<file path="config.mk">
export PLATFORM = sky130hd
export DESIGN_NAME = pipe_param_core
export DESIGN_NICKNAME = d
export VERILOG_FILES = /design/src/rtl/pipe_pkg.sv /design/src/rtl/pipe_regfile.sv /design/src/rtl/pipe_param_core.sv
export SDC_FILE = /design/constraint.sdc
export NUM_CORES = 1
export LEC_CHECK = 0
export CORE_MARGIN = 2
export CORE_UTILIZATION = 42
export DETAILED_ROUTE_END_ITERATION = 10
export GPL_ROUTABILITY_DRIVEN = 0
export PLACE_DENSITY_LB_ADDON = 0.15
export REMOVE_ABC_BUFFERS = 1
export SYNTH_ARGS = -nofsm -noshare
export SYNTH_HDL_FRONTEND = slang
export SYNTH_SLANG_ARGS = --single-unit
</file>
<file path="constraint.sdc">
create_clock -name clk -period 8.6 [get_ports clk]
set_clock_uncertainty 0.1 [all_clocks]
set_input_delay 1.72 -clock clk [delete_from_list [all_inputs] [get_ports clk]]
set_output_delay 1.72 -clock clk [all_outputs]
set_load 0.02 [all_outputs]
</file>
<file path="src/rtl/pipe_pkg.sv">
// Shared opcodes and pipeline bookkeeping for pipe_param_core and its register file.
package pipe_pkg;

  localparam logic [1:0] OP_LDI  = 2'b00;
  localparam logic [1:0] OP_ADDI = 2'b01;
  localparam logic [1:0] OP_ADD  = 2'b10;
  localparam logic [1:0] OP_JMP  = 2'b11;

  // A stage holds a bubble when its valid bit is clear; its payload is then don't-care.
  localparam logic BUBBLE = 1'b0;

  // Bit positions within the stage-valid vector (IF has no valid of its own).
  localparam int unsigned STG_ID  = 0;
  localparam int unsigned STG_EX  = 1;
  localparam int unsigned STG_WB  = 2;
  localparam int unsigned NUM_STG = 3;

  function automatic logic op_writes(input logic [1:0] op);
    return op != OP_JMP;
  endfunction

endpackage

</file>
<file path="src/rtl/pipe_regfile.sv">
// NREG x DATA_W register file: two read ports plus a debug port, one write port.
// Reads see a same-cycle write (write-through), so ID never needs a stall.
module pipe_regfile
  import pipe_pkg::*;
#(
  parameter int unsigned DATA_W = 8,
  parameter int unsigned RA_W   = 3
) (
  input  logic              clk,
  input  logic              rst,
  input  logic              we,
  input  logic [RA_W-1:0]   waddr,
  input  logic [DATA_W-1:0] wdata,
  input  logic [RA_W-1:0]   raddr_a,
  output logic [DATA_W-1:0] rdata_a,
  input  logic [RA_W-1:0]   raddr_b,
  output logic [DATA_W-1:0] rdata_b,
  input  logic [RA_W-1:0]   dbg_addr,
  output logic [DATA_W-1:0] dbg_data
);

  localparam int unsigned NREG = 2 ** RA_W;

  logic [DATA_W-1:0] regs_q [NREG];

  always_ff @(posedge clk) begin
    if (rst) begin
      for (int i = 0; i < int'(NREG); i++) begin
        regs_q[i] <= '0;
      end
    end else if (we) begin
      regs_q[waddr] <= wdata;
    end
  end

  always_comb begin
    rdata_a  = (we && (waddr == raddr_a))  ? wdata : regs_q[raddr_a];
    rdata_b  = (we && (waddr == raddr_b))  ? wdata : regs_q[raddr_b];
    dbg_data = (we && (waddr == dbg_addr)) ? wdata : regs_q[dbg_addr];
  end

endmodule

</file>
<file path="src/rtl/pipe_param_core.sv">
// Parametrised 4-stage in-order core (IF, ID, EX, WB) with fetch handshake,
// WB->EX forwarding, write-through register file and a one-slot jump squash.
module pipe_param_core
  import pipe_pkg::*;
#(
  parameter int unsigned DATA_W  = 8,
  parameter int unsigned RA_W    = 3,
  parameter int unsigned IMM_W   = 3,
  parameter int unsigned PC_W    = 8,
  localparam int unsigned INST_W = 2 + RA_W + IMM_W
) (
  input  logic              clk,
  input  logic              rst,
  output logic [PC_W-1:0]   imem_addr,
  input  logic [INST_W-1:0] imem_rdata,
  input  logic              imem_valid,
  output logic              ret_valid,
  output logic [RA_W-1:0]   ret_rd,
  output logic [DATA_W-1:0] ret_data,
  input  logic [RA_W-1:0]   dbg_addr,
  output logic [DATA_W-1:0] dbg_data
);

  localparam int unsigned FLD_W = RA_W + IMM_W;

  logic [PC_W-1:0]    pc_q, pc_d;
  logic [INST_W-1:0]  ifid_inst_q, ifid_inst_d;
  logic [NUM_STG-1:0] stg_valid_q, stg_valid_d;

  logic [1:0]         idex_op_q;
  logic [RA_W-1:0]    idex_rd_q, idex_rs_q;
  logic [DATA_W-1:0]  idex_imm_q, idex_a_q, idex_b_q;

  logic               exwb_we_q;
  logic [RA_W-1:0]    exwb_rd_q;
  logic [DATA_W-1:0]  exwb_data_q;

  // ID decode
  logic [1:0]         id_op;
  logic [RA_W-1:0]    id_rd, id_rs;
  logic [IMM_W-1:0]   id_imm;
  logic [DATA_W-1:0]  id_imm_sext, id_a, id_b;
  logic [FLD_W-1:0]   id_field;
  logic [PC_W-1:0]    jmp_target;
  logic               id_jmp;

  // EX / WB
  logic [DATA_W-1:0]  ex_a, ex_b, ex_result;
  logic               wb_we;

  assign id_op       = ifid_inst_q[INST_W-1 -: 2];
  assign id_rd       = ifid_inst_q[IMM_W +: RA_W];
  assign id_imm      = ifid_inst_q[IMM_W-1:0];
  assign id_rs       = id_imm[RA_W-1:0];
  assign id_field    = ifid_inst_q[FLD_W-1:0];
  assign id_imm_sext = DATA_W'($signed(id_imm));
  assign id_jmp      = stg_valid_q[STG_ID] && (id_op == OP_JMP);

  assign wb_we       = stg_valid_q[STG_WB] && exwb_we_q;

  // While the JMP sits in ID, pc_q already holds pc_jmp + 1.
  if (PC_W <= FLD_W) begin : g_tgt_trunc
    assign jmp_target = id_field[PC_W-1:0];
  end else begin : g_tgt_ext
    assign jmp_target = {pc_q[PC_W-1:FLD_W], id_field};
  end

  pipe_regfile #(
    .DATA_W (DATA_W),
    .RA_W   (RA_W)
  ) u_regfile (
    .clk      (clk),
    .rst      (rst),
    .we       (wb_we),
    .waddr    (exwb_rd_q),
    .wdata    (exwb_data_q),
    .raddr_a  (id_rd),
    .rdata_a  (id_a),
    .raddr_b  (id_rs),
    .rdata_b  (id_b),
    .dbg_addr (dbg_addr),
    .dbg_data (dbg_data)
  );

  // Fetch / squash / stage-valid advance
  always_comb begin
    pc_d                = pc_q;
    ifid_inst_d         = ifid_inst_q;
    stg_valid_d         = stg_valid_q;
    stg_valid_d[STG_ID] = BUBBLE;
    if (id_jmp) begin
      pc_d = jmp_target;
    end else if (imem_valid) begin
      ifid_inst_d         = imem_rdata;
      stg_valid_d[STG_ID] = 1'b1;
      pc_d                = pc_q + PC_W'(1);
    end
    stg_valid_d[STG_EX] = stg_valid_q[STG_ID];
    stg_valid_d[STG_WB] = stg_valid_q[STG_EX];
  end

  // Execute with operands forwarded from the instruction currently writing back
  always_comb begin
    ex_a = (wb_we && (exwb_rd_q == idex_rd_q)) ? exwb_data_q : idex_a_q;
    ex_b = (wb_we && (exwb_rd_q == idex_rs_q)) ? exwb_data_q : idex_b_q;
    case (idex_op_q)
      OP_LDI:  ex_result = idex_imm_q;
      OP_ADDI: ex_result = ex_a + idex_imm_q;
      OP_ADD:  ex_result = ex_a + ex_b;
      default: ex_result = '0;
    endcase
  end

  always_ff @(posedge clk) begin
    if (rst) begin
      pc_q        <= '0;
      ifid_inst_q <= '0;
      stg_valid_q <= {NUM_STG{BUBBLE}};
      idex_op_q   <= OP_LDI;
      idex_rd_q   <= '0;
      idex_rs_q   <= '0;
      idex_imm_q  <= '0;
      idex_a_q    <= '0;
      idex_b_q    <= '0;
      exwb_we_q   <= 1'b0;
      exwb_rd_q   <= '0;
      exwb_data_q <= '0;
    end else begin
      pc_q        <= pc_d;
      ifid_inst_q <= ifid_inst_d;
      stg_valid_q <= stg_valid_d;
      idex_op_q   <= id_op;
      idex_rd_q   <= id_rd;
      idex_rs_q   <= id_rs;
      idex_imm_q  <= id_imm_sext;
      idex_a_q    <= id_a;
      idex_b_q    <= id_b;
      exwb_we_q   <= op_writes(idex_op_q);
      exwb_rd_q   <= idex_rd_q;
      exwb_data_q <= ex_result;
    end
  end

  assign imem_addr = pc_q;
  assign ret_valid = wb_we;
  assign ret_rd    = exwb_rd_q;
  assign ret_data  = exwb_data_q;

endmodule

</file>
==> qor.csv <==
metric,value,unit
average wire per cell in the routed design,20.36,um
CTS tree,yes,
Critical Path RT,6780,ps
Post-Route M1 WL,7320,um
Tightest Hold Check Type,reg -> reg,
"Seq/Total Area, Yosys",46.14,%
total number of vias,4398,
port bufs,41,
most common flop cell mapped by yosys,edfxtp_1,
Vias/cell,5.704,
full die area,16610,sq um
final non-filler cell total,771,
placed cells,739,
share of layout cells above drive strength 1,19.55,%
r2r setup slk,4720,ps
final WL,15700,um
I/O pins,42,
area delta synth->final,17.55,%
crit share post-route,73.67,%
"Clk pin slew, worst setup/hold paths",60,ps
core footprint,15200,sq um
CTS root buffer,clkbuf_16,
Final setup viols,0,
Reg2Reg Capture Point,ret_data[6]$_SDFF_PP0_,
Setup WS post-layout,2264,ps
Critical R2R Launch,ret_rd[2]$_SDFF_PP0_,
Post-Synthesis Cells,540,
Rel. slew slack,24.94,%
Crit Path Category,in -> out,
cell mode on critical path,clkdlybuf4s50_1,
Hold Path Cell Cnt,1,
Routed Antenna Nets,0,
Max-Cap Viols,0,
Synth Cell Area,6551,sq um
Initial DRC Count,358,
Final Hold Violating Endpoints,0,
Initial Utilization,43.09,%
DR WL met3,792,um
CTS sink cnt,119,
Setup WS pre-CTS,2229,ps
post_cts resized,0,
RSZ-0062 raised after global routing,no,
gr ovfl total,0,
Max Clock Freq,157.8,MHz
Num CTS Buffers,17,
DR WL met2,7368,um
post-cts hold buffer count,0,
fin. max-slew vios,0,
critical path endpoint category,primary output,
"Clk Latency, worst-skew pair",410,ps
hold path start,stg_valid_q[1]$_SDFF_PP0_,
H-tree Lvls,4,
Synth cell types,45,
DR pass1 iterations,5,
worst path cell trace,clkdlybuf4s50_1 -> xor2_1 -> nor4_2 -> buf_4 -> nand2_1 -> o21ai_0 -> clkdlybuf4s50_1,
"slowest stage delay, CP",1210,ps
CP max FO,17,
worst hold slack,344.4,ps
top routing layer used,met4,
dpl cell area,7099,sq um
initial antenna violation count,0,
Final Instance Area,7701,sq um
"Setup Fix Bufs, Post-CTS",0,
hold endpoint,stg_valid_q[2]$_SDFF_PP0_,
Die H,128.9,um
Syn Area/Cell,12.13,sq um
Remaining DRCs,0,
vias in the first global route,4423,
Top delay family on crit path,buffers and inverters,
P per Cell Area,197.6,nW/um^2
Worst VDD drop,0.1799,mV
Lkg Pwr,2.856,nW
Crit path buffers/inverters,3,
status,"finished, final reports clean",
async set-reset flop share out of synthesis,0,%
# nets final,597,
setup TNS,0,ps
DPL Wire Length,11330,um
"FF+latch count, synth",119,
ant diodes,0,
Post-synth EDFFs,64,
largest net degree at the start of global routing,58,
Ys Warns,0,
crit path time final,6336,ps
worst-margin pin slew,1122,ps
clock buffer depth,2,
Setup crit start kind,input port,
FP Rows,45,
Reg2Reg Depth,12,
"most common cell after layout, fill and taps aside",edfxtp_1,
first-pass GRT wire length,25450,um
"commonest non-fill, non-tap cells in the layout","edfxtp_1 (64), and2_1 (58), dfxtp_1 (55), mux4_2 (48), clkdlybuf4s50_1 (40)",
CP max stage cell,clkdlybuf4s50_1,
Die Span X,128.9,um
"Arr. time, crit path",4520,ps
Total GRT Usage,20.56,%
## per-layer routing
layer  vias up  GRT usage, %
met2       126         31.75
li1       2070             -
met5         -             0
met3        15         4.324
met1      2187         29.02
met4         0         7.097
## how the worst max path moves through the flow
stage / from / endpoint / depth (start not counted)
6_report: dbg_addr[0] / dbg_data[6] / 7
5_1_grt: dbg_addr[0] / dbg_data[6] / 7
4_1_cts: dbg_addr[0] / dbg_data[6] / 7
3_5_place_dp: dbg_addr[0] / dbg_data[1] / 7
3_3_place_gp: dbg_addr[0] / dbg_data[1] / 7
2_1_floorplan: dbg_addr[2] / dbg_data[0] / 3
## power breakdown
part / internal (mW) / leakage, nW / switching (mW)
Combinational: 0.0840 / 1.44 / 0.0818
Clock: 0.439 / 0.304 / 0.264
Sequential: 0.623 / 1.11 / 0.0298
## sequential cells by signal, indices dropped and copies added, names as in the netlist
register,count
ifid_inst_q,8
idex_a_q,8
u_regfile.regs_q,64
idex_b_q,8
ret_data,8
stg_valid_q,3
idex_op_q,2
imem_addr,8
idex_imm_q,3
exwb_we_q,1
ret_rd,3
idex_rd_q,3
## cells in the mapped netlist (11+ instances only)
cell type	number	area (sq um)
nor2b_1	14	87.58
mux2i_1	33	330.3
nor2_1	37	138.9
o21ai_0	11	55.05
a211oi_1	21	157.7
and2_1	58	362.9
edfxtp_1	64	1922
dfxtp_1	55	1101
xor2_1	15	131.4
nand2_1	33	123.9
a21oi_1	21	105.1
mux4_2	48	1081
ha_1	12	150.1
clkbuf_1	28	105.1
## logic make-up (layout without fill, tap and decap cells)
| family | after synthesis | count (layout) | synth area share [%] |
|---|---|---|---|
| simple gates | 180 | 180 | 14.90 |
| flops | 119 | 119 | 46.14 |
| mux | 88 | 88 | 22.75 |
| compound gates | 67 | 67 | 6.761 |
| buf+inv | 47 | 90 | 3.056 |
| xor+xnor | 26 | 26 | 3.801 |
| fa+ha+maj | 13 | 13 | 2.597 |
## stage by stage
stage	total power [mW]	util, %
3_5_place_dp	0.8301	46.70
4_1_cts	1.531	50.66
2_1_floorplan	0.7608	-
3_3_place_gp	0.8261	46.70
6_report	1.522	50.66
5_1_grt	1.576	50.66
## worst reg2reg max path, stage by stage (launching register included)
cell and delay, ps:
dfxtp_1 710, xor2_1 240, nor4_4 660, mux2i_1 270
a21oi_1 90, ha_1 260, fa_1 480, a21o_1 200
a21oi_1 220, o21bai_1 100, a21oi_1 200, or4b_2 150
o211ai_1 70
## area by class of cell
cell class	instances	area [sq um]
Fill cell	1324	7501
Multi-Input combinational cell	374	3334
Sequential cell	119	3023
Clock buffer	22	528.0
Timing Repair Buffer	51	480.5
Tap cell	188	235.2
Clock inverter	10	73.82
Inverter	7	26.28
Note: power is estimated with default switching activity, not from simulation.
